==> config.mk <==
export PLATFORM = sky130hd
export DESIGN_NAME = muxb_arbiter
export DESIGN_NICKNAME = d
export VERILOG_FILES = /design/src/rtl/muxb_arbiter_pkg.sv /design/src/rtl/muxb_arbiter.sv
export SDC_FILE = /design/constraint.sdc
export NUM_CORES = 1
export LEC_CHECK = 0
export ABC_AREA = 1
export ABC_CLOCK_PERIOD_IN_PS = 1700
export BUFFER_PORTS_ARGS = -buffer_cell sky130_fd_sc_hd__clkbuf_2
export CORE_UTILIZATION = 49
export DETAILED_ROUTE_END_ITERATION = 8
export PLACE_DENSITY = 0.86
export SYNTH_ARGS = -nofsm -noshare
export SYNTH_HDL_FRONTEND = slang
export SYNTH_SLANG_ARGS = --single-unit
==> constraint.sdc <==
create_clock -name clk -period 1.7 [get_ports clk]
set_input_delay 0.085 -clock clk [delete_from_list [all_inputs] [get_ports clk]]
set_output_delay 0.085 -clock clk [all_outputs]
set_load 0.02 [all_outputs]
==> src/rtl/muxb_arbiter_pkg.sv <==
// Shared definitions for the operand-bus B arbiter: widths, muxB select codes,
// state type and the round-robin pick rule.
package muxb_arbiter_pkg;

   localparam int unsigned MUXB_WIDTH = 16;
   localparam int unsigned XFER_CNT_W = 16;

   localparam logic SEL_IN1 = 1'b0;
   localparam logic SEL_IN2 = 1'b1;

   typedef enum logic {
      ARB_IDLE = 1'b0,
      ARB_HOLD = 1'b1
   } arb_state_t;

   // Winner as a muxB select code; last is the select code served most recently.
   function automatic logic arb_pick(input logic r1, input logic r2, input logic last);
      if (r1 && r2) begin
         return ~last;
      end else if (r2) begin
         return SEL_IN2;
      end else begin
         return SEL_IN1;
      end
   endfunction

endpackage

==> src/rtl/muxb_arbiter.sv <==
// Two-requester round-robin arbiter for operand bus B: captures the winning
// operand, holds it until the consumer accepts, and counts completed transfers.
module muxb_arbiter
   import muxb_arbiter_pkg::*;
#(
   parameter int unsigned WIDTH = MUXB_WIDTH
) (
   input  logic                  clk,
   input  logic                  rst,
   input  logic                  req1,
   input  logic [WIDTH-1:0]      in1,
   input  logic                  req2,
   input  logic [WIDTH-1:0]      in2,
   input  logic                  ready,
   output logic                  sel,
   output logic                  valid,
   output logic [WIDTH-1:0]      outB,
   output logic                  ack1,
   output logic                  ack2,
   output logic [XFER_CNT_W-1:0] xfer_count
);

   arb_state_t       state;
   logic             last_served;
   logic             req1_eff;
   logic             req2_eff;
   logic             win;
   logic [WIDTH-1:0] win_data;

   // In HOLD the current owner is masked, so a completion edge can only hand over to the other side.
   always_comb begin
      req1_eff = req1;
      req2_eff = req2;
      if (state == ARB_HOLD) begin
         req1_eff = req1 & (sel != SEL_IN1);
         req2_eff = req2 & (sel != SEL_IN2);
      end
      win      = arb_pick(req1_eff, req2_eff, last_served);
      win_data = (win == SEL_IN2) ? in2 : in1;
   end

   always_ff @(posedge clk or posedge rst) begin
      if (rst) begin
         state       <= ARB_IDLE;
         valid       <= 1'b0;
         sel         <= SEL_IN1;
         outB        <= '0;
         xfer_count  <= '0;
         last_served <= SEL_IN2;
      end else begin
         case (state)
            ARB_IDLE: begin
               if (req1_eff || req2_eff) begin
                  sel   <= win;
                  outB  <= win_data;
                  valid <= 1'b1;
                  state <= ARB_HOLD;
               end
            end
            ARB_HOLD: begin
               if (ready) begin
                  last_served <= sel;
                  xfer_count  <= XFER_CNT_W'(xfer_count + 1'b1);
                  if (req1_eff || req2_eff) begin
                     sel  <= win;
                     outB <= win_data;
                  end else begin
                     valid <= 1'b0;
                     state <= ARB_IDLE;
                  end
               end
            end
            default: begin
               valid <= 1'b0;
               state <= ARB_IDLE;
            end
         endcase
      end
   end

   assign ack1 = valid & ready & (sel == SEL_IN1);
   assign ack2 = valid & ready & (sel == SEL_IN2);

endmodule

==> results of run 1 <==
[per-layer routing]
metal	part of all wire, %	vias to the layer above	wire (um)	GRT usage (%)
met5	0	-	0	0
met4	2.5	0	112	11.2
met3	5.0	9	222	5.52
met2	49	56	2190	39.5
met1	43	884	1920	30.8
li1	-	972	-	-
[cell usage after synthesis, types with 2 or more instances]
library cell	count	share of area, %
buf_6	3	1.7
dfrtp_1	35	44
inv_1	48	9.0
inv_2	2	0.37
nand2_1	87	16
nand2_2	3	0.94
nand2_4	2	1.1
nand3_1	34	8.5
nand3b_1	3	1.1
nand4_1	10	3.1
nor2_1	11	2.1
nor2_4	3	1.7
nor3_1	2	0.50
o21ai_0	5	1.2
xnor2_1	2	0.87
xor2_1	6	2.6
[cell families (layout without fill, tap and decap cells)]
kind of cell	count (synthesis)	count (layout)	share of synthesized area [%]
flip-flops	36	36	45.0
buffers and inverters	55	133	11.7
AO/OA/AOI/OAI	8	8	3.12
XOR/XNOR	8	8	3.49
adder cells (fa/ha/maj)	1	1	0.624
AND/OR/NAND/NOR	157	157	36.1
[metrics by stage]
stage          total power, mW  hold slack (ns)  instance area, um^2  setup slack, ns  util, %
6_report                  3.64           0.0927                 2490            0.280     65.7
5_1_grt                   3.92            0.119                 2490            0.144     65.7
4_1_cts                   3.66           0.0915                 2490            0.291     65.7
3_5_place_dp              3.02            0.194                 2390            0.332     63.0
3_3_place_gp              2.97            0.192                 2390            0.373     63.0
2_1_floorplan             2.54            0.251                 2010            0.344        -
[sequential cells by signal (all words and copies together) (netlist names)]
name and cells:
outB 16, xfer_count 16, sel 1, valid 1, state 1, last_served 1
[power by group through the flow]
stage               Sequential, mW  Clock, mW  Combinational (mW)
floorplan                     1.75          0               0.793
global placement              1.43          0                1.54
detailed placement            1.44          0                1.59
CTS                           1.43      0.626                1.61
global route                  1.47      0.665                1.78
finish                        1.43      0.616                1.59
[area by class of cell]
class	count	area [um^2]	area share (%)
Clock buffer	8	90.1	3.61
Inverter	50	188	7.52
Sequential cell	36	902	36.2
Multi-Input combinational cell	174	870	34.9
Tap cell	48	60.1	2.41
Timing Repair Buffer	75	385	15.4
[worst reg2reg max path, stage by stage, from the launching register on]
cell and delay, ns:
dfrtp_1 0.44, nand2_1 0.11, nand2_2 0.10, inv_2 0.26, nand2_4 0.19, nand2_1 0.09, nand3_1 0.07, nand2_1 0.09
[how the worst max path moves through the flow]
stage | from | to
6_report | sel | outB[9]
5_1_grt | sel | outB[6]
4_1_cts | sel | outB[9]
3_5_place_dp | sel | outB[6]
3_3_place_gp | sel | outB[13]
2_1_floorplan | xfer_count[1] | xfer_count[10]
[what timing repair did]
action / CTS / global route
hold endpoints to repair: 35 / 0
setup endpoints to repair: 0 / 0
hold buffers: 1 / 0
==> flow_metrics.tcl, run 1 <==
set metrics [dict create \
    outcome "finished clean" \
    slew_viol_final 0 \
    wl_um 4450 \
    ys_warn_count 0 \
    pwr-share-seq_pct 39.3 \
    antenna_left 0 \
    cts.sinks 36 \
    crit_path_max_fanout 17 \
    post_drt_wl_per_cell_um 11.4 \
    r2r_end "outB[9]" \
    drt-pass1-iter-count 4 \
    rsz0062_at_grt "no" \
    cts.path.max_buffers 2 \
    dp.cells 382 \
    fmax_mhz 704 \
    hold_path_end "outB[15]" \
    cts_root_buf "clkbuf_8" \
    row_count 22 \
    gp_congestion 0.823 \
    critPathMaxStageDelay_ns 0.44 \
    critPathTopFamily "simple AND/OR/NAND/NOR gates" \
    port_buffers 72 \
    clkPwrFrac_pct 16.9 \
    syn_inst 265 \
    grt_pass1_vias 1888 \
    synthToLayoutAreaGrowth_pct 24.4 \
    crit_top_cell "nand2_1" \
    n_fill_cell 316 \
    avgSynthCellArea_um2 7.57 \
    vias 1921 \
    die_y_um 66.0 \
    min_path_cells 5 \
    min_period_over_period_pct 83.6 \
    track_usage_pct 24.4 \
    required_ns 1.92 \
    p_leak_nw 1.47 \
    insertedDiodeCount 0 \
    crit_path_start_kind "flip-flop" \
    htree_levels 2 \
    fin_crit_ns 1.42 \
    clkLatencyLatePin_ns 0.28 \
    antenna_found_initial 0 \
    synthFlopType "dfrtp_1" \
    dr.first_iter.drc_count 149 \
    grt_max_degree 37 \
    synth-edff-count 0 \
    fin_nets 380 \
    async_reset_ff_share_pct 100 \
    drc 0 \
    synth_seq_cells 36 \
    skew_ns 0.00415 \
    min_path_type "in -> reg" \
    yosysUniqueCellTypes 25 \
    cts_tree "yes" \
    synth-seq-area-share_pct 45.0 \
    grt_overflow 0 \
    reg2reg_setup_slack_ns 0.28 \
    power.switching_mw 1.62 \
    clk_pin_slew_worst_paths_ns 0.07 \
    final_common_cell "nand2_1" \
    min-delay-start "in1[15]" \
    die-area_mm2 0.00435 \
    dpl.hpwl_um 3270 \
    cts-resized-gates 0 \
    r2r_cells 7 \
    p_per_area_mw_per_mm2 1460 \
    relSlewSlack_pct 66.7 \
    max-vdd-ir-drop_uv 987 \
    stdcell_count 391 \
    slowest_stage "dfrtp_1" \
    mostFrequentLayoutCells "nand2_1, clkbuf_2, inv_1" \
    start_util_pct 52.8 \
    grt_pass1_wl_um 8020 \
    coreArea_mm2 0.00380 \
    die_w_um 66.0 \
    drive_gt1_share_pct 27.7 \
    p_sw_share_pct 44.4 \
    synth_area_mm2 0.00201 \
    critPathKind "reg -> reg" \
    arrival_ns 1.64 \
    comb_power_share_pct 43.8 \
    path_cells "nand2_1 > nand2_2 > inv_2 > nand2_4 > nand2_1 > nand3_1 > nand2_1" \
    worst-path-buf-inv 1 \
    path_depth 7 \
    synth_nets 303 \
    cts_setup_buffers 0 \
    cp-end-kind "flip-flop" \
    routed_via_density 4.91 \
    num_io_pins 73 \
    tightest_slew_ns 0.497 \
    timing.rr.start "sel" \
    cts_made_buffers 5 \
    max_cap_violations 0 \
    intPower_mw 2.03 \
    final-hold-violation-count 0 \
    final-setup-viol-count 0 \
    tns_ns 0 \
]
No activity file was read; power rests on OpenSTA's default activity.
==> inputs of run 2 (changes only) <==
- ABC_CLOCK_PERIOD_IN_PS: 1700 -> 1300
- CORE_UTILIZATION: 49 -> 44
- PLACE_DENSITY: 0.86 -> 0.82
- clock period: 1.7 -> 1.3 ns (I/O delays scaled with it)
==> run 2 against run 1 <==
Effect of this change:
- the run now ends with setup timing left
- clock skew barely moved
- routed wire length rose by 22%
- worst setup slack got worse by 0.30 ns
- worst hold slack got worse by 0.023 ns
- core utilization fell by 2.1 points
- design area rose by 11%
- non-clock buffer count rose by 11
- fmax rose by 7.2%
- die area rose by 11%
- sequential cell count did not move
- power rose by 49%
- critical endpoint is now state
- largest cell class is now multi-input combinational cells
==> flow_metrics.tcl, run 2 (synthesis gave the netlist of run 1 again) <==
set metrics [dict create \
    finalPower_mw 5.41 \
    die_w_um 69.5 \
    fmax_mhz 755 \
    final-hold-violation-count 0 \
    crit_path_max_fanout 5 \
    num_io_pins 73 \
    layout_setup_ws_ns -0.0251 \
    fin_nets 393 \
    p_per_area_mw_per_mm2 1950 \
    violations "setup timing" \
    wl_um 5420 \
    cts_made_buffers 5 \
    mostFrequentLayoutCells "nand2_1, clkbuf_2, inv_1" \
    place_area_mm2 0.00247 \
    holdWs_ns 0.0700 \
    drc 0 \
    slew_viol_final 0 \
    min_period_over_period_pct 102 \
    slowest_stage "dfrtp_2" \
    crit_top_cell "nand2_2" \
    outcome "finished, violations left" \
    fin_util_pct 63.6 \
    rsz0062_at_grt "yes" \
    clk_pin_slew_worst_paths_ns 0.07 \
    final_common_cell "nand2_1" \
    dp_slack_ns -0.0419 \
    row_count 24 \
    clkLatencyLatePin_ns 0.29 \
    design_area_mm2 0.00277 \
    dpl.hpwl_um 3560 \
    port_buffers 72 \
    dr.first_iter.drc_count 163 \
    top_regs "outB: 16 flops, xfer_count: 16 flops" \
    arrival_ns 1.50 \
    relSlewSlack_pct 69.1 \
    die-area_mm2 0.00483 \
    post_drt_wl_per_cell_um 13.3 \
    critPathTopFamily "simple AND/OR/NAND/NOR gates" \
    tightest_slew_ns 0.463 \
    critPathKind "reg -> reg" \
    min_path_type "in -> reg" \
    max-vdd-ir-drop_uv 820 \
    p_leak_nw 1.56 \
    die_y_um 69.5 \
    start_util_pct 46.1 \
    critPathMaxStageDelay_ns 0.46 \
    crit_path_start_kind "flip-flop" \
    synthToLayoutAreaGrowth_pct 38.1 \
    fin_crit_ns 1.33 \
    path_cells "inv_2 > nand2_4 > nand2_2 > nand2_2 > or2_2" \
    max_cap_violations 0 \
    cp-end-kind "flip-flop" \
    grt_pass1_vias 1827 \
    track_usage_pct 20.9 \
    vias 2028 \
    antenna_left 0 \
    htree_levels 2 \
    routed_via_density 4.97 \
    grt_pass1_wl_um 8070 \
    drive_gt1_share_pct 36.8 \
    dp.cells 391 \
    cts_root_buf "clkbuf_8" \
    stdcell_count 408 \
    required_ns 1.47 \
    worst-path-buf-inv 1 \
    antenna_found_initial 0 \
    cts_tree "yes" \
    tns_ns -0.0550 \
    final-setup-viol-count 5 \
    insertedDiodeCount 0 \
    grt_max_degree 37 \
    cts.path.max_buffers 2 \
    drt-pass1-iter-count 4 \
    skew_ns 0.00433 \
    reg2reg_setup_slack_ns -0.03 \
    cts.sinks 36 \
    gp_congestion 0.832 \
    coreArea_mm2 0.00435 \
    grt_overflow 0 \
]
-- run 2: cell count changes in the layout (fill, tap and decap cells not counted), moves of 3 or more --
cell,previous run,this run
nand3_2,1,4
dfrtp_1,35,28
buf_4,2,8
dfrtp_2,0,7
nand2_1,87,82
nand3_1,34,30
-- run 2: worst register-to-register path, cell delays in order (launching register included) --
cell and delay (ns):
dfrtp_2 0.46, inv_2 0.12, nand2_4 0.07, nand2_2 0.12
nand2_2 0.14, or2_2 0.30
-- run 2: path summary, 6_finish.rpt --
kind | from | end | cells past startpoint
worst max register to register | sel | state | 5
worst max-delay path | sel | state | 5
min in group asynchronous | rst | valid | 4
worst min-delay path | in1[15] | outB[15] | 5
worst min register to register | outB[7] | outB[7] | 2
max in group asynchronous | rst | sel | 4
-- run 2: final cells by class --
| class | count | area (um^2) |
|---|---|---|
| clock buffers | 8 | 90.1 |
| fillers | 351 | 1580 |
| flip-flops and latches | 36 | 911 |
| well taps | 52 | 65.1 |
| multi-input cells | 176 | 991 |
| inverters | 50 | 195 |
| repair buffers | 86 | 518 |
-- run 2: what timing repair did --
| action | in CTS | in global routing |
|---|---|---|
| pin swaps | 0 | 9 |
| cloned | 0 | 3 |
| endpoints found under the hold margin | 35 | 0 |
| setup endpoints to repair | 16 | 25 |
| hold buffers | 1 | 0 |
| resized for setup | 0 | 35 |
| buffers inserted | 3 | 2 |
-- run 2: routing by layer --
| layer | up-vias | part of all wire (%) | track usage, % |
|---|---|---|---|
| met4 | 0 | 0.77 | 6.58 |
| met1 | 935 | 43 | 26.5 |
| met2 | 82 | 50 | 35.6 |
| met3 | 6 | 5.8 | 4.51 |
| li1 | 1005 | - | - |
| met5 | - | 0 | 0 |
-- run 2: report_power, final --
group	switching, mW	total [mW]	internal [mW]
Sequential	0.405	1.96	1.55
Combinational	1.64	2.62	0.986
Clock	0.400	0.833	0.432
